`src/rtl/pic_host_sequencer_if.sv`:
```
// CPU-port bus between the host sequencer and the 8259 PIC.
// The master drives the strobes and write data, and the slave returns INT and the vector byte.
interface pic_host_sequencer_if;
    logic       CS_n;
    logic       WR_n;
    logic       INTA_n;
    logic       A0;
    logic [7:0] DATA_OUT;
    logic [7:0] DATA_IN;
    logic       INT;

    modport master (
        output CS_n, WR_n, INTA_n, A0, DATA_OUT,
        input  DATA_IN, INT
    );

    modport slave (
        input  CS_n, WR_n, INTA_n, A0, DATA_OUT,
        output DATA_IN, INT
    );
endinterface

```
`src/rtl/pic_host_sequencer.sv`:
```
// Host-side 8259 bus master: ICW init sequence, OCW writes and the two-pulse INTA
// acknowledge with vector capture and an optional non-specific EOI.
module pic_host_sequencer #(
    parameter int unsigned PULSE_CYCLES = 2,
    parameter int unsigned GAP_CYCLES   = 1
) (
    input  logic                        clk,
    input  logic                        reset,
    input  logic                        start_init,
    input  logic [7:0]                  icw1,
    input  logic [7:0]                  icw2,
    input  logic [7:0]                  icw3,
    input  logic [7:0]                  icw4,
    input  logic                        eoi_en,
    input  logic                        cmd_valid,
    input  logic                        cmd_a0,
    input  logic [7:0]                  cmd_data,
    output logic                        cmd_ready,
    pic_host_sequencer_if.master        bus,
    output logic [7:0]                  vector,
    output logic                        vector_valid,
    output logic                        init_done,
    output logic                        busy
);
    localparam int unsigned MAXC = (PULSE_CYCLES > GAP_CYCLES) ? PULSE_CYCLES : GAP_CYCLES;
    localparam int unsigned CW   = $clog2(MAXC + 1);
    localparam logic [CW-1:0] PULSE_LD = CW'(PULSE_CYCLES - 1);
    localparam logic [CW-1:0] GAP_LD   = CW'(GAP_CYCLES - 1);
    localparam logic [CW-1:0] DONE_LD  = CW'(GAP_CYCLES);

    typedef enum logic [3:0] {
        IDLE,
        WR_SETUP,
        WR_STROBE,
        WR_HOLD,
        WR_GAP,
        ACK1,
        ACK_GAP,
        ACK2,
        ACK_DONE
    } state_t;

    state_t          state_q, state_d;
    logic [CW-1:0]   cnt_q, cnt_d;
    logic            int_meta_q, int_meta_d;
    logic            int_sync_q, int_sync_d;
    logic [3:0][7:0] icw_q, icw_d;
    logic [1:0]      step_q, step_d;
    logic            in_init_q, in_init_d;
    logic            init_done_q, init_done_d;
    logic            a0_q, a0_d;
    logic [7:0]      dout_q, dout_d;
    logic [7:0]      vector_q, vector_d;
    logic            vvalid_q, vvalid_d;

    logic [1:0]      nxt_step;
    logic            nxt_ok;

    // Next ICW index: ICW3 only in cascade mode (SNGL=0), ICW4 only when IC4=1.
    always_comb begin
        nxt_ok   = 1'b0;
        nxt_step = step_q;
        case (step_q)
            2'd0: begin
                nxt_ok   = 1'b1;
                nxt_step = 2'd1;
            end
            2'd1: begin
                if (!icw_q[0][1]) begin
                    nxt_ok   = 1'b1;
                    nxt_step = 2'd2;
                end else if (icw_q[0][0]) begin
                    nxt_ok   = 1'b1;
                    nxt_step = 2'd3;
                end
            end
            2'd2: begin
                if (icw_q[0][0]) begin
                    nxt_ok   = 1'b1;
                    nxt_step = 2'd3;
                end
            end
            default: ;
        endcase
    end

    always_comb begin
        state_d     = state_q;
        cnt_d       = (cnt_q != '0) ? cnt_q - CW'(1) : cnt_q;
        int_meta_d  = bus.INT;
        int_sync_d  = int_meta_q;
        icw_d       = icw_q;
        step_d      = step_q;
        in_init_d   = in_init_q;
        init_done_d = init_done_q;
        a0_d        = a0_q;
        dout_d      = dout_q;
        vector_d    = vector_q;
        vvalid_d    = 1'b0;

        case (state_q)
            IDLE: begin
                if (start_init) begin
                    init_done_d = 1'b0;
                    icw_d       = {icw4, icw3, icw2, icw1};
                    in_init_d   = 1'b1;
                    step_d      = 2'd0;
                    a0_d        = 1'b0;
                    dout_d      = icw1;
                    state_d     = WR_SETUP;
                    cnt_d       = '0;
                end else if (init_done_q && int_sync_q) begin
                    state_d = ACK1;
                    cnt_d   = PULSE_LD;
                end else if (init_done_q && cmd_valid) begin
                    a0_d    = cmd_a0;
                    dout_d  = cmd_data;
                    state_d = WR_SETUP;
                    cnt_d   = '0;
                end
            end
            WR_SETUP: begin
                state_d = WR_STROBE;
                cnt_d   = PULSE_LD;
            end
            WR_STROBE: begin
                if (cnt_q == '0) begin
                    state_d = WR_HOLD;
                    cnt_d   = '0;
                end
            end
            WR_HOLD: begin
                state_d = WR_GAP;
                cnt_d   = GAP_LD;
            end
            WR_GAP: begin
                if (cnt_q == '0) begin
                    state_d = IDLE;
                    if (in_init_q) begin
                        if (nxt_ok) begin
                            step_d  = nxt_step;
                            a0_d    = 1'b1;
                            dout_d  = icw_q[nxt_step];
                            state_d = WR_SETUP;
                            cnt_d   = '0;
                        end else begin
                            in_init_d   = 1'b0;
                            init_done_d = 1'b1;
                        end
                    end
                end
            end
            ACK1: begin
                if (cnt_q == '0) begin
                    state_d = ACK_GAP;
                    cnt_d   = GAP_LD;
                end
            end
            ACK_GAP: begin
                if (cnt_q == '0) begin
                    state_d = ACK2;
                    cnt_d   = PULSE_LD;
                end
            end
            ACK2: begin
                if (cnt_q == '0) begin
                    vector_d = bus.DATA_IN;
                    vvalid_d = 1'b1;
                    state_d  = ACK_DONE;
                    cnt_d    = DONE_LD;
                end
            end
            ACK_DONE: begin
                // One vector_valid cycle plus GAP_CYCLES idle, all inside this state.
                if (cnt_q == '0) begin
                    if (eoi_en) begin
                        a0_d    = 1'b0;
                        dout_d  = 8'h20;
                        state_d = WR_SETUP;
                        cnt_d   = '0;
                    end else begin
                        state_d = IDLE;
                    end
                end
            end
            default: state_d = IDLE;
        endcase
    end

    always_ff @(posedge clk) begin
        if (reset) begin
            state_q     <= IDLE;
            cnt_q       <= '0;
            int_meta_q  <= 1'b0;
            int_sync_q  <= 1'b0;
            icw_q       <= '0;
            step_q      <= '0;
            in_init_q   <= 1'b0;
            init_done_q <= 1'b0;
            a0_q        <= 1'b0;
            dout_q      <= '0;
            vector_q    <= '0;
            vvalid_q    <= 1'b0;
        end else begin
            state_q     <= state_d;
            cnt_q       <= cnt_d;
            int_meta_q  <= int_meta_d;
            int_sync_q  <= int_sync_d;
            icw_q       <= icw_d;
            step_q      <= step_d;
            in_init_q   <= in_init_d;
            init_done_q <= init_done_d;
            a0_q        <= a0_d;
            dout_q      <= dout_d;
            vector_q    <= vector_d;
            vvalid_q    <= vvalid_d;
        end
    end

    assign bus.CS_n     = !(state_q == WR_SETUP || state_q == WR_STROBE || state_q == WR_HOLD);
    assign bus.WR_n     = (state_q != WR_STROBE);
    assign bus.INTA_n   = !(state_q == ACK1 || state_q == ACK2);
    assign bus.A0       = a0_q;
    assign bus.DATA_OUT = dout_q;

    assign cmd_ready    = (state_q == IDLE) && init_done_q && !start_init && !int_sync_q;
    assign vector       = vector_q;
    assign vector_valid = vvalid_q;
    assign init_done    = init_done_q;
    assign busy         = (state_q != IDLE);
endmodule

```
`src/flat_wrapper.sv`:
```
// flat-port wrapper written by rule: the top's interface ports become plain ports
module pic_host_sequencer_flat 
#(
    parameter int unsigned PULSE_CYCLES = 2,
    parameter int unsigned GAP_CYCLES   = 1
)
  (clk, reset, start_init, icw1, icw2, icw3, icw4, eoi_en, cmd_valid, cmd_a0, cmd_data, cmd_ready, vector, vector_valid, init_done, busy, bus_CS_n, bus_WR_n, bus_INTA_n, bus_A0, bus_DATA_OUT, bus_DATA_IN, bus_INT);
  pic_host_sequencer_if bus_i ();
  input  logic clk;
  input  logic reset;
  input  logic start_init;
  input  logic [7:0] icw1;
  input  logic [7:0] icw2;
  input  logic [7:0] icw3;
  input  logic [7:0] icw4;
  input  logic eoi_en;
  input  logic cmd_valid;
  input  logic cmd_a0;
  input  logic [7:0] cmd_data;
  output logic cmd_ready;
  output logic [7:0] vector;
  output logic vector_valid;
  output logic init_done;
  output logic busy;
  output wire logic [$bits(bus_i.CS_n)-1:0] bus_CS_n;
  output wire logic [$bits(bus_i.WR_n)-1:0] bus_WR_n;
  output wire logic [$bits(bus_i.INTA_n)-1:0] bus_INTA_n;
  output wire logic [$bits(bus_i.A0)-1:0] bus_A0;
  output wire logic [$bits(bus_i.DATA_OUT)-1:0] bus_DATA_OUT;
  input wire logic [$bits(bus_i.DATA_IN)-1:0] bus_DATA_IN;
  input wire logic [$bits(bus_i.INT)-1:0] bus_INT;
  assign bus_CS_n = bus_i.CS_n;
  assign bus_WR_n = bus_i.WR_n;
  assign bus_INTA_n = bus_i.INTA_n;
  assign bus_A0 = bus_i.A0;
  assign bus_DATA_OUT = bus_i.DATA_OUT;
  assign bus_i.DATA_IN = bus_DATA_IN;
  assign bus_i.INT = bus_INT;
  pic_host_sequencer #(.PULSE_CYCLES(PULSE_CYCLES), .GAP_CYCLES(GAP_CYCLES)) u_core (.clk(clk), .reset(reset), .start_init(start_init), .icw1(icw1), .icw2(icw2), .icw3(icw3), .icw4(icw4), .eoi_en(eoi_en), .cmd_valid(cmd_valid), .cmd_a0(cmd_a0), .cmd_data(cmd_data), .cmd_ready(cmd_ready), .bus(bus_i), .vector(vector), .vector_valid(vector_valid), .init_done(init_done), .busy(busy));
endmodule
```
`config.mk`:
```
export PLATFORM = sky130hd
export DESIGN_NAME = pic_host_sequencer_flat
export DESIGN_NICKNAME = d
export VERILOG_FILES = /design/src/rtl/pic_host_sequencer_if.sv /design/src/rtl/pic_host_sequencer.sv /design/src/flat_wrapper.sv
export SDC_FILE = /design/constraint.sdc
export NUM_CORES = 1
export LEC_CHECK = 0
export CORE_MARGIN = 2
export CORE_UTILIZATION = 60
export DETAILED_ROUTE_END_ITERATION = 6
export DONT_BUFFER_PORTS = 1
export GPL_ROUTABILITY_DRIVEN = 1
export PLACE_DENSITY_LB_ADDON = 0.3
export SYNTH_ARGS = -nofsm -noshare
export SYNTH_HDL_FRONTEND = slang
export SYNTH_SLANG_ARGS = --single-unit
```
`constraint.sdc`:
```
create_clock -name clk -period 2.4 [get_ports clk]
set_input_delay 0.24 -clock clk [delete_from_list [all_inputs] [get_ports clk]]
set_output_delay 0.24 -clock clk [all_outputs]
set_load 0.03 [all_outputs]
```
==> results.cfg <==
[outcome]
status = finished, final reports clean

[setup_path]
critPathRequiredTime_ns = 2.16
r2r-start = u_core.state_q[0]$_SDFFE_PP0P_
end_kind = primary output
crit_path_start_kind = register
path_class = register to primary output
reg2regPathDepth = 6
reg2reg_slack_ns = 0.34
worstPathMaxFanout = 17
cp.arrival_ns = 1.91
r2r_end = u_core.bus.DATA_OUT[2]$_SDFFE_PP0P_
critPathLaunch = u_core.state_q[0]$_SDFFE_PP0P_
worstSetupEndpoint = cmd_ready

[grt]
grt_max_degree = 56
grt_pass1_wl_mm = 9.970
antenna_found_initial = 0
overflow = 0
busiest_layer = met1
use_met1 = 0.3680
grtUsageTotal = 0.2425
grt_util_met3 = 0.06492
grt_pass1_vias = 2083
met2_usage = 0.3374

[die]
die_y_um = 72.58
initial_core_util = 0.6349
ios = 79
die_x_um = 72.58
die_area_mm2 = 0.005267
core-area_mm2 = 0.004444
rows = 24

[clock_tree]
cts_root_buf = clkbuf_8
clock-sinks = 56
clockBufferDepth = 2
cts.htree.levels = 2
cts-resized-gates = 0
cts_tree = built
worst_skew_pair.late_latency_ns = 0.31
cts_buffers = 5
clkTransAtPathRegs_ns = 0.10
post-cts-setup-buffers = 0

[detailed_routing]
wl_mm = 6.211
firstDrtPassIters = 5
ant_nets = 0
routedWlPerCell_um = 16.01
first_iter_violations = 294
drc = 0
via_per_inst = 6.229
num_vias = 2417

[logic_synthesis]
synth_area_per_cell_um2 = 8.108
ys_ff_latch = 56
yosysTopAreaCell = dfxtp_1
ys_seq_area_frac = 0.3973
synth_edf_count = 0
synth_nets = 403
yosys_most_used_dff = dfxtp_1
syn_area_mm2 = 0.002821
ys_top_cells_by_area = dfxtp_1 40%, nand2_1 8.0%, a21oi_1 7.5%
synth_warnings = 0
netlist_instances = 348
yosysMostFrequentCell = nand2_1
netlist_top_cells_count = 60 x nand2_1, 56 x dfxtp_1, 42 x a21oi_1, 21 x nor2_1, 19 x mux2i_1
yosysUniqueCellTypes = 56
synth_top_cell_area_share = 0.3973
synthArstFlopShare = 0

[pwr]
vdd_drop_max_v = 0.0004444
power_mw = 3.151
p_leak_nw = 1.034
p_per_area_mw_per_mm2 = 1076

[sta]
slew_viol_final = 0
hold_violations = 0
max_slew_margin = 0.5996
finClkSkew_ns = 0.003779
min_period_over_period = 0.8947
tns_ns = 0
fin_ws_ns = 0.2528
rsz0062_at_grt = false
fmax_mhz = 465.7
setup_violations = 0
worstMarginPinSlew_ns = 0.5855
fin_crit_ns = 2.147

[finish]
diodes = 0
area.growth.synth_to_final_pct = 3.814
layout-drive-gt1-share = 0.1101
nNetsFinal = 390

[placement]
place_ws_ns = 0.3461
io_buffers = 0
gp_congestion = 0.8498
dp_hpwl_mm = 4.339

[min_path]
hold_class = input port to register

[job]
drv_cap = 0
## state kept, by name, indices dropped and copies added, names as in the netlist
register             flops
u_core.int_sync_q        1
u_core.cnt_q             2
u_core.init_done         1
u_core.vector            8
u_core.in_init_q         1
u_core.int_meta_q        1
u_core.icw_q            26
u_core.bus.A0            1
u_core.state_q           4
u_core.vector_valid      1
u_core.step_q            2
u_core.bus.DATA_OUT      8
## timing repair
action                     in CTS  in global routing
hold buffers                    1                  0
setup endpoints to repair       0                  0
hold endpoints to repair       55                  0
## cell type report
| class | instances | area [um2] |
|---|---|---|
| Sequential cell | 56 | 1121 |
| Inverter | 18 | 67.56 |
| Timing Repair Buffer | 11 | 95.09 |
| Clock inverter | 1 | 7.507 |
| Clock buffer | 7 | 86.33 |
| Fill cell | 378 | 1515 |
| Multi-Input combinational cell | 243 | 1486 |
| Tap cell | 52 | 65.06 |
## worst max-delay path, cell delays in order (launching register included)
cell     delay, ns
dfxtp_1       0.47
nor4_2        0.44
inv_2         0.19
nor4b_1       0.28
buf_4         0.21
## worst min-delay path by stage
stage	from	end	cells after the start
2_1_floorplan	bus_INT	u_core.int_meta_q$_SDFF_PP0_	1
3_3_place_gp	reset	u_core.icw_q[30]$_SDFFE_PP0P_	1
3_5_place_dp	reset	u_core.bus.A0$_SDFFE_PP0P_	1
4_1_cts	reset	u_core.bus.DATA_OUT[5]$_SDFFE_PP0P_	1
5_1_grt	reset	u_core.bus.DATA_OUT[5]$_SDFFE_PP0P_	1
6_report	reset	u_core.bus.DATA_OUT[5]$_SDFFE_PP0P_	1
## per-stage QoR
| step | instances | cell area, um2 | utilization | hold slack, ns |
|---|---|---|---|---|
| global route | 388 | 2929 | 0.6591 | 0.01154 |
| floorplan | 348 | 2821 | - | 0.3682 |
| finish | 388 | 2929 | 0.6591 | 0.01395 |
| detailed placement | 379 | 2815 | 0.6334 | 0.3154 |
| CTS | 388 | 2929 | 0.6591 | 0.01072 |
| global placement | 379 | 2815 | 0.6334 | 0.3141 |
## where the power goes
part,total (mW),internal (mW),switching [mW]
combinational,1.21,0.472,0.742
sequential,1.40,1.11,0.287
clock,0.537,0.235,0.302
## kinds of logic after synthesis
logic type             Yosys count  share of synthesized area
buffers and inverters           49                    0.07583
multiplexers                    20                    0.07140
XOR/XNOR                         2                   0.008871
flip-flops                      56                     0.3973
AO/OA/AOI/OAI                   93                     0.2217
AND/OR/NAND/NOR                128                     0.2248
## placed cells by master (no fill, tap or decap), types with 2 or more instances in the layout
cell type and instances:
clkbuf_8 6, a2111oi_0 6, nor2_1 21, or3b_2 3, nand2b_1 4, nor3b_1 3
a21oi_1 42, a21o_1 2, buf_4 10, nand2_1 60, o31ai_1 2, nor4_1 6
nor3_1 4, mux2i_1 19, inv_1 17, a211oi_2 4, nand3b_1 2, a31oi_1 3
a311oi_1 3, o21ai_0 8, a211oi_1 10, nor2b_1 10, dfxtp_1 56, a22o_1 2
## metal layers
metal  vias up  share of wire
met3        10           0.10
met1      1099           0.47
met2       116           0.42
met5         -              0
li1       1192              -
met4         0          0.012
Note: power is estimated with default switching activity, not from simulation.
